File: src/rtl/mvu_job_responder_if.sv
// rtl/mvu_job_responder_if.sv - pito/MVU job handshake bundle for mvu_job_responder
interface mvu_job_responder_if #(
    parameter int NUM_CH = 8,
    parameter int CH_W   = $clog2(NUM_CH)
);
    logic              cmd_valid;
    logic [CH_W-1:0]   cmd_ch;
    logic              cmd_ready;
    logic [NUM_CH-1:0] mvu_start;
    logic [NUM_CH-1:0] mvu_done;
    logic [NUM_CH-1:0] irq;
    logic [NUM_CH-1:0] irq_ack;
    logic [NUM_CH-1:0] irq_timeout;
    logic [NUM_CH-1:0] busy;

    // master is the pito/MVU side, slave is the responder
    modport master (
        output cmd_valid, cmd_ch, mvu_done, irq_ack,
        input  cmd_ready, mvu_start, irq, irq_timeout, busy
    );

    modport slave (
        input  cmd_valid, cmd_ch, mvu_done, irq_ack,
        output cmd_ready, mvu_start, irq, irq_timeout, busy
    );
endinterface

File: src/rtl/mvu_job_responder.sv
// rtl/mvu_job_responder.sv - per-channel job launch, watchdog and pending-irq engine
module mvu_job_responder #(
    parameter int NUM_CH  = 8,
    parameter int CH_W    = $clog2(NUM_CH),
    parameter int TIMEOUT = 100000
) (
    input  logic                  clk,
    input  logic                  rst_n,
    mvu_job_responder_if.slave    bus
);

    typedef enum logic [1:0] {
        S_IDLE = 2'd0,
        S_BUSY = 2'd1,
        S_PEND = 2'd2
    } state_t;

    // counter is 0 in the first BUSY cycle, so expiry is seen at TIMEOUT-1
    localparam logic [23:0] CNT_LAST = 24'(TIMEOUT - 1);

    state_t            state_q [NUM_CH];
    state_t            state_d [NUM_CH];
    logic [23:0]       cnt_q   [NUM_CH];
    logic [23:0]       cnt_d   [NUM_CH];

    logic [NUM_CH-1:0] accept;
    logic [NUM_CH-1:0] start_d, start_q;
    logic [NUM_CH-1:0] busy_d,  busy_q;
    logic [NUM_CH-1:0] irq_d,   irq_q;
    logic [NUM_CH-1:0] tmo_d,   tmo_q;
    logic              ch_idle;

    // an out-of-range cmd_ch matches no channel, so it is never ready
    always_comb begin
        ch_idle = 1'b0;
        accept  = '0;
        for (int i = 0; i < NUM_CH; i++) begin
            if (bus.cmd_ch == CH_W'(i) && state_q[i] == S_IDLE) begin
                ch_idle   = 1'b1;
                accept[i] = bus.cmd_valid;
            end
        end
    end

    always_comb begin
        for (int i = 0; i < NUM_CH; i++) begin
            state_d[i] = state_q[i];
            cnt_d[i]   = cnt_q[i];
            tmo_d[i]   = tmo_q[i];
            case (state_q[i])
                S_IDLE: begin
                    if (accept[i]) begin
                        state_d[i] = S_BUSY;
                        cnt_d[i]   = '0;
                        tmo_d[i]   = 1'b0;
                    end
                end
                S_BUSY: begin
                    cnt_d[i] = cnt_q[i] + 24'd1;
                    // done takes priority over a coincident expiry
                    if (bus.mvu_done[i]) begin
                        state_d[i] = S_PEND;
                        tmo_d[i]   = 1'b0;
                    end else if (cnt_q[i] == CNT_LAST) begin
                        state_d[i] = S_PEND;
                        tmo_d[i]   = 1'b1;
                    end
                end
                S_PEND: begin
                    if (bus.irq_ack[i]) begin
                        state_d[i] = S_IDLE;
                        tmo_d[i]   = 1'b0;
                    end
                end
                default: begin
                    state_d[i] = S_IDLE;
                    tmo_d[i]   = 1'b0;
                end
            endcase
            start_d[i] = accept[i];
            busy_d[i]  = (state_d[i] == S_BUSY);
            irq_d[i]   = (state_d[i] == S_PEND);
        end
    end

    always_ff @(posedge clk or negedge rst_n) begin
        if (!rst_n) begin
            for (int i = 0; i < NUM_CH; i++) begin
                state_q[i] <= S_IDLE;
                cnt_q[i]   <= '0;
            end
            start_q <= '0;
            busy_q  <= '0;
            irq_q   <= '0;
            tmo_q   <= '0;
        end else begin
            for (int i = 0; i < NUM_CH; i++) begin
                state_q[i] <= state_d[i];
                cnt_q[i]   <= cnt_d[i];
            end
            start_q <= start_d;
            busy_q  <= busy_d;
            irq_q   <= irq_d;
            tmo_q   <= tmo_d;
        end
    end

    assign bus.cmd_ready   = ch_idle;
    assign bus.mvu_start   = start_q;
    assign bus.busy        = busy_q;
    assign bus.irq         = irq_q;
    assign bus.irq_timeout = tmo_q;

endmodule

File: src/flat_wrapper.sv
// flat-port wrapper written by rule: the top's interface ports become plain ports
module mvu_job_responder_flat 
#(
    parameter int NUM_CH  = 8,
    parameter int CH_W    = $clog2(NUM_CH),
    parameter int TIMEOUT = 100000
)
  (clk, rst_n, bus_cmd_valid, bus_cmd_ch, bus_mvu_done, bus_irq_ack, bus_cmd_ready, bus_mvu_start, bus_irq, bus_irq_timeout, bus_busy);
  mvu_job_responder_if #(.NUM_CH(NUM_CH), .CH_W(CH_W)) bus_i ();
  input  logic clk;
  input  logic rst_n;
  input wire logic [$bits(bus_i.cmd_valid)-1:0] bus_cmd_valid;
  input wire logic [$bits(bus_i.cmd_ch)-1:0] bus_cmd_ch;
  input wire logic [$bits(bus_i.mvu_done)-1:0] bus_mvu_done;
  input wire logic [$bits(bus_i.irq_ack)-1:0] bus_irq_ack;
  output wire logic [$bits(bus_i.cmd_ready)-1:0] bus_cmd_ready;
  output wire logic [$bits(bus_i.mvu_start)-1:0] bus_mvu_start;
  output wire logic [$bits(bus_i.irq)-1:0] bus_irq;
  output wire logic [$bits(bus_i.irq_timeout)-1:0] bus_irq_timeout;
  output wire logic [$bits(bus_i.busy)-1:0] bus_busy;
  assign bus_i.cmd_valid = bus_cmd_valid;
  assign bus_i.cmd_ch = bus_cmd_ch;
  assign bus_i.mvu_done = bus_mvu_done;
  assign bus_i.irq_ack = bus_irq_ack;
  assign bus_cmd_ready = bus_i.cmd_ready;
  assign bus_mvu_start = bus_i.mvu_start;
  assign bus_irq = bus_i.irq;
  assign bus_irq_timeout = bus_i.irq_timeout;
  assign bus_busy = bus_i.busy;
  mvu_job_responder #(.NUM_CH(NUM_CH), .CH_W(CH_W), .TIMEOUT(TIMEOUT)) u_core (.clk(clk), .rst_n(rst_n), .bus(bus_i));
endmodule
File: config.mk
export PLATFORM = sky130hd
export DESIGN_NAME = mvu_job_responder_flat
export DESIGN_NICKNAME = d
export VERILOG_FILES = /design/src/rtl/mvu_job_responder_if.sv /design/src/rtl/mvu_job_responder.sv /design/src/flat_wrapper.sv
export SDC_FILE = /design/constraint.sdc
export NUM_CORES = 1
export LEC_CHECK = 0
export ABC_AREA = 1
export CAP_MARGIN = 20
export CORE_UTILIZATION = 30
export CTS_BUF_LIST = sky130_fd_sc_hd__clkbuf_4 sky130_fd_sc_hd__clkbuf_8
export DETAILED_ROUTE_END_ITERATION = 16
export PLACE_DENSITY = 0.52
export SLEW_MARGIN = 40
export SYNTH_ARGS = -nofsm -noshare
export SYNTH_HDL_FRONTEND = slang
export SYNTH_SLANG_ARGS = --single-unit
File: constraint.sdc
create_clock -name clk -period 1.95 [get_ports clk]
set_input_delay 0.195 -clock clk [delete_from_list [all_inputs] [get_ports clk]]
set_output_delay 0.195 -clock clk [all_outputs]
set_load 0.005 [all_outputs]
==> run metrics <==
clk slew on worst S/H paths=60 ps; CTS max path bufs=3; Syn Nets=2012; fin crit period=1890 ps; Worst Setup Start Kind=register; drt initial violations=812; Rel. slew slack=0.638; f_max=0.528 GHz; fillers=4725; Max-Cap Viols=0; DRT Pass-1 Iters=7; post-route ant nets=0; GRT Util Overall=0.160; Avg Inst Size Synth=6.88 sq um; Nets=2169; FP Rows=77; VDD IR-drop max=0.568 mV; Syn Std Cell Area=0.0136 sq mm; adder-cell area share of the yosys netlist=0.00734; Compound-Gate Fraction of Synth Area=0.0897; Routed wire per std cell=13.0 um; Crit path largest cell delay=370 ps; total core area=0.0445 sq mm; Ports=55; PwrDens=885 mW/mm^2; Crit. End Element=output port; fin. max-slew vios=0; overall power=14600 uW; Crit Path Class=reg2out; share of layout cells above drive strength 1=0.0975; status=completed; setup ws final=56.8 ps; CP max-delay cell=dfrtp_1; largest net degree at the start of global routing=53; vias in the first global route=12500; multiplexer share of the synthesized area=0; initial antenna violation count=1; Cells after Synth=1982; top-area cell type share of the netlist area=0.441; worst path cell trace=nor2_1 -> buf_4 -> nand2_2 -> a21oi_2 -> nor2_1 -> nand4_1 -> buf_2; Data required, critical path=1750 ps; clock skew=19.7 ps; Via Count=12800; HP Class=in2async; Die Height=215 um; FF-to-FF path depth=8; Synth warnings=0; # setup viols final=0; r2r setup slk=190 ps; top cells by area, synth=dfrtp_1 (44%), nand2_1 (17%), nor2_1 (8.7%), nand3_1 (6.6%), inv_1 (6.5%); post-synthesis sequential area ratio=0.441; Yosys cell types=35; RSZ-0062 raised after global routing=yes; detail-routed via count per cell=4.64; Final period util=0.971; first-pass GRT wire length=61.5 mm; final-report hold violation count=0; crit path DAT=1700 ps; H-tree depth=2; Root Driver=clkbuf_8; Area Overhead vs Synth=21.1%; R2R Path End=u_core.cnt_q[62]$_DFFE_PN0P_; Pleak=0.00776 uW; TritonCTS clock tree=yes; Buffers on Ports=54; total routed wirelength=35.9 mm; Max FO, Critical Path=2; GRT Residual Overflow=0; Worst path most repeated cell=nor2_1; Starting Density=0.306; xor and xnor fraction of the mapped netlist area=0.00450; Synth Register Bits=240; die width=215 um; gp weighted congestion=0.853; actual slew at the worst max-slew pin=541 ps; # DRC=0; CTS buffer count=47; Place WS=-117 ps; post-synth top area cell=dfrtp_1; main combinational cell family by area after synthesis=simple AND/OR/NAND/NOR gates; Die ar.=0.0463 sq mm; Worst R2R Start=u_core.cnt_q[48]$_DFFE_PN0P_; hpwl dp=26.1 mm; clk sinks=240; Synth Area in Simple Gates=0.381; clk_lat worst skew=620 ps
state kept, by name, summed over array words and instances (netlist names):
register	flops
u_core.state_q	16
u_core.bus.irq	8
u_core.bus.busy	8
u_core.bus.irq_timeout	8
u_core.cnt_q	192
u_core.bus.mvu_start	8
Yosys cell counts, drive strengths merged:
master and count:
clkinv 1, o31ai 8, o21a 1, nor2 333
inv 244, a22o 8, nand3 179, o21bai 12
nand2 627, buf 20, o21ai 111, ha 8
o211ai 5, nor3b 2, o22ai 12, o22a 1
xor2 6, nor3 30, xnor2 1, dfrtp 240
a21oi 57, nand4 54, nand3b 10, a31oi 4
or2 1, clkbuf 6, a22oi 1
layout make-up:
cell class	count	area [sq um]	area share
clock buffer	80	1000	0.0606
timing repair buffer	134	1190	0.0723
multi-input combinational	1471	6620	0.401
inverter	245	920	0.0557
tap	592	741	0.0449
sequential	240	6010	0.364
antenna	1	2.50	0.000152
clock inverter	4	26.3	0.00159
worst max-delay path: cells and delay by family (launching register included):
family | cells | cell delay (ps)
buffers and inverters | 2 | 290
AO/OA/AOI/OAI | 1 | 100
flip-flops | 1 | 370
AND/OR/NAND/NOR | 4 | 320
cell families after synthesis:
| logic type | count (synthesis) |
|---|---|
| DFF | 240 |
| adders and majority gates | 8 |
| AOI/OAI and AO/OA | 220 |
| and+or+nand+nor | 1236 |
| xor gates and xnor gates | 7 |
| buffers and inverters | 271 |
per-layer routing:
metal	vias to the layer above	GRT usage	part of all wire
li1	6682	-	-
met3	52	0.0262	0.040
met5	-	0	0
met4	0	0.0567	0.022
met1	5895	0.223	0.50
met2	218	0.250	0.44
per-stage QoR:
stage	utilization	instances	TNS, ps	hold slack, ps	instance area (sq um)
2_1_floorplan	-	1982	0	-101	13600
3_3_place_gp	0.346	2677	-240	166	15400
3_5_place_dp	0.346	2677	-274	167	15400
4_1_cts	0.370	2765	-75.1	80.8	16500
5_1_grt	0.371	2767	-45.0	131	16500
6_report	0.371	2767	0	112	16500
placed cells by master, fill, tap and decap left out, types with 2 or more instances in the layout:
cell | netlist | layout
nand2_1 | 626 | 622
nor2_1 | 316 | 312
dfrtp_1 | 240 | 239
inv_1 | 236 | 233
nand3_1 | 179 | 179
o21ai_0 | 111 | 111
buf_4 | 3 | 75
clkbuf_8 | 0 | 64
a21oi_1 | 57 | 56
clkdlybuf4s50_1 | 0 | 52
nand4_1 | 50 | 50
nor3_1 | 27 | 27
nor2_2 | 15 | 16
clkbuf_4 | 0 | 16
o21bai_1 | 12 | 12
o22ai_1 | 12 | 12
inv_2 | 8 | 11
nand3b_1 | 10 | 10
a22o_1 | 8 | 8
o31ai_1 | 8 | 8
ha_1 | 8 | 8
xor2_1 | 6 | 6
nor2_4 | 2 | 5
o211ai_1 | 5 | 5
nand4_2 | 4 | 4
nand2_2 | 1 | 4
a31oi_1 | 4 | 4
buf_12 | 0 | 4
nor3_4 | 2 | 2
nor3b_1 | 2 | 2
clkinv_2 | 0 | 2
where the power goes:
group | internal, uW | switching [uW]
clock network | 3210 | 2290
logic | 1000 | 1320
registers | 5800 | 996
worst max-delay path by stage:
stage                                             start                             to  slack [ps]
after floorplan           u_core.cnt_q[145]$_DFFE_PN0P_  u_core.cnt_q[158]$_DFFE_PN0P_         520
after global placement                    bus_cmd_ch[1]                  bus_cmd_ready        -140
after detailed placement                  bus_cmd_ch[1]                  bus_cmd_ready        -120
after CTS                  u_core.state_q[11]$_DFF_PN0_                  bus_cmd_ready         -80
after global routing        u_core.state_q[8]$_DFF_PN0_                  bus_cmd_ready         -50
final                       u_core.state_q[8]$_DFF_PN0_                  bus_cmd_ready          60
timing repair:
item / in CTS / in global routing
hold endpoints to repair: 240 / 0
hold buffers: 1 / 0
resized for setup: 12 / 9
setup buffers: 3 / 2
setup endpoints to repair: 1 / 2
pin swaps: 7 / 5
Note: power is estimated with default switching activity, not from simulation.
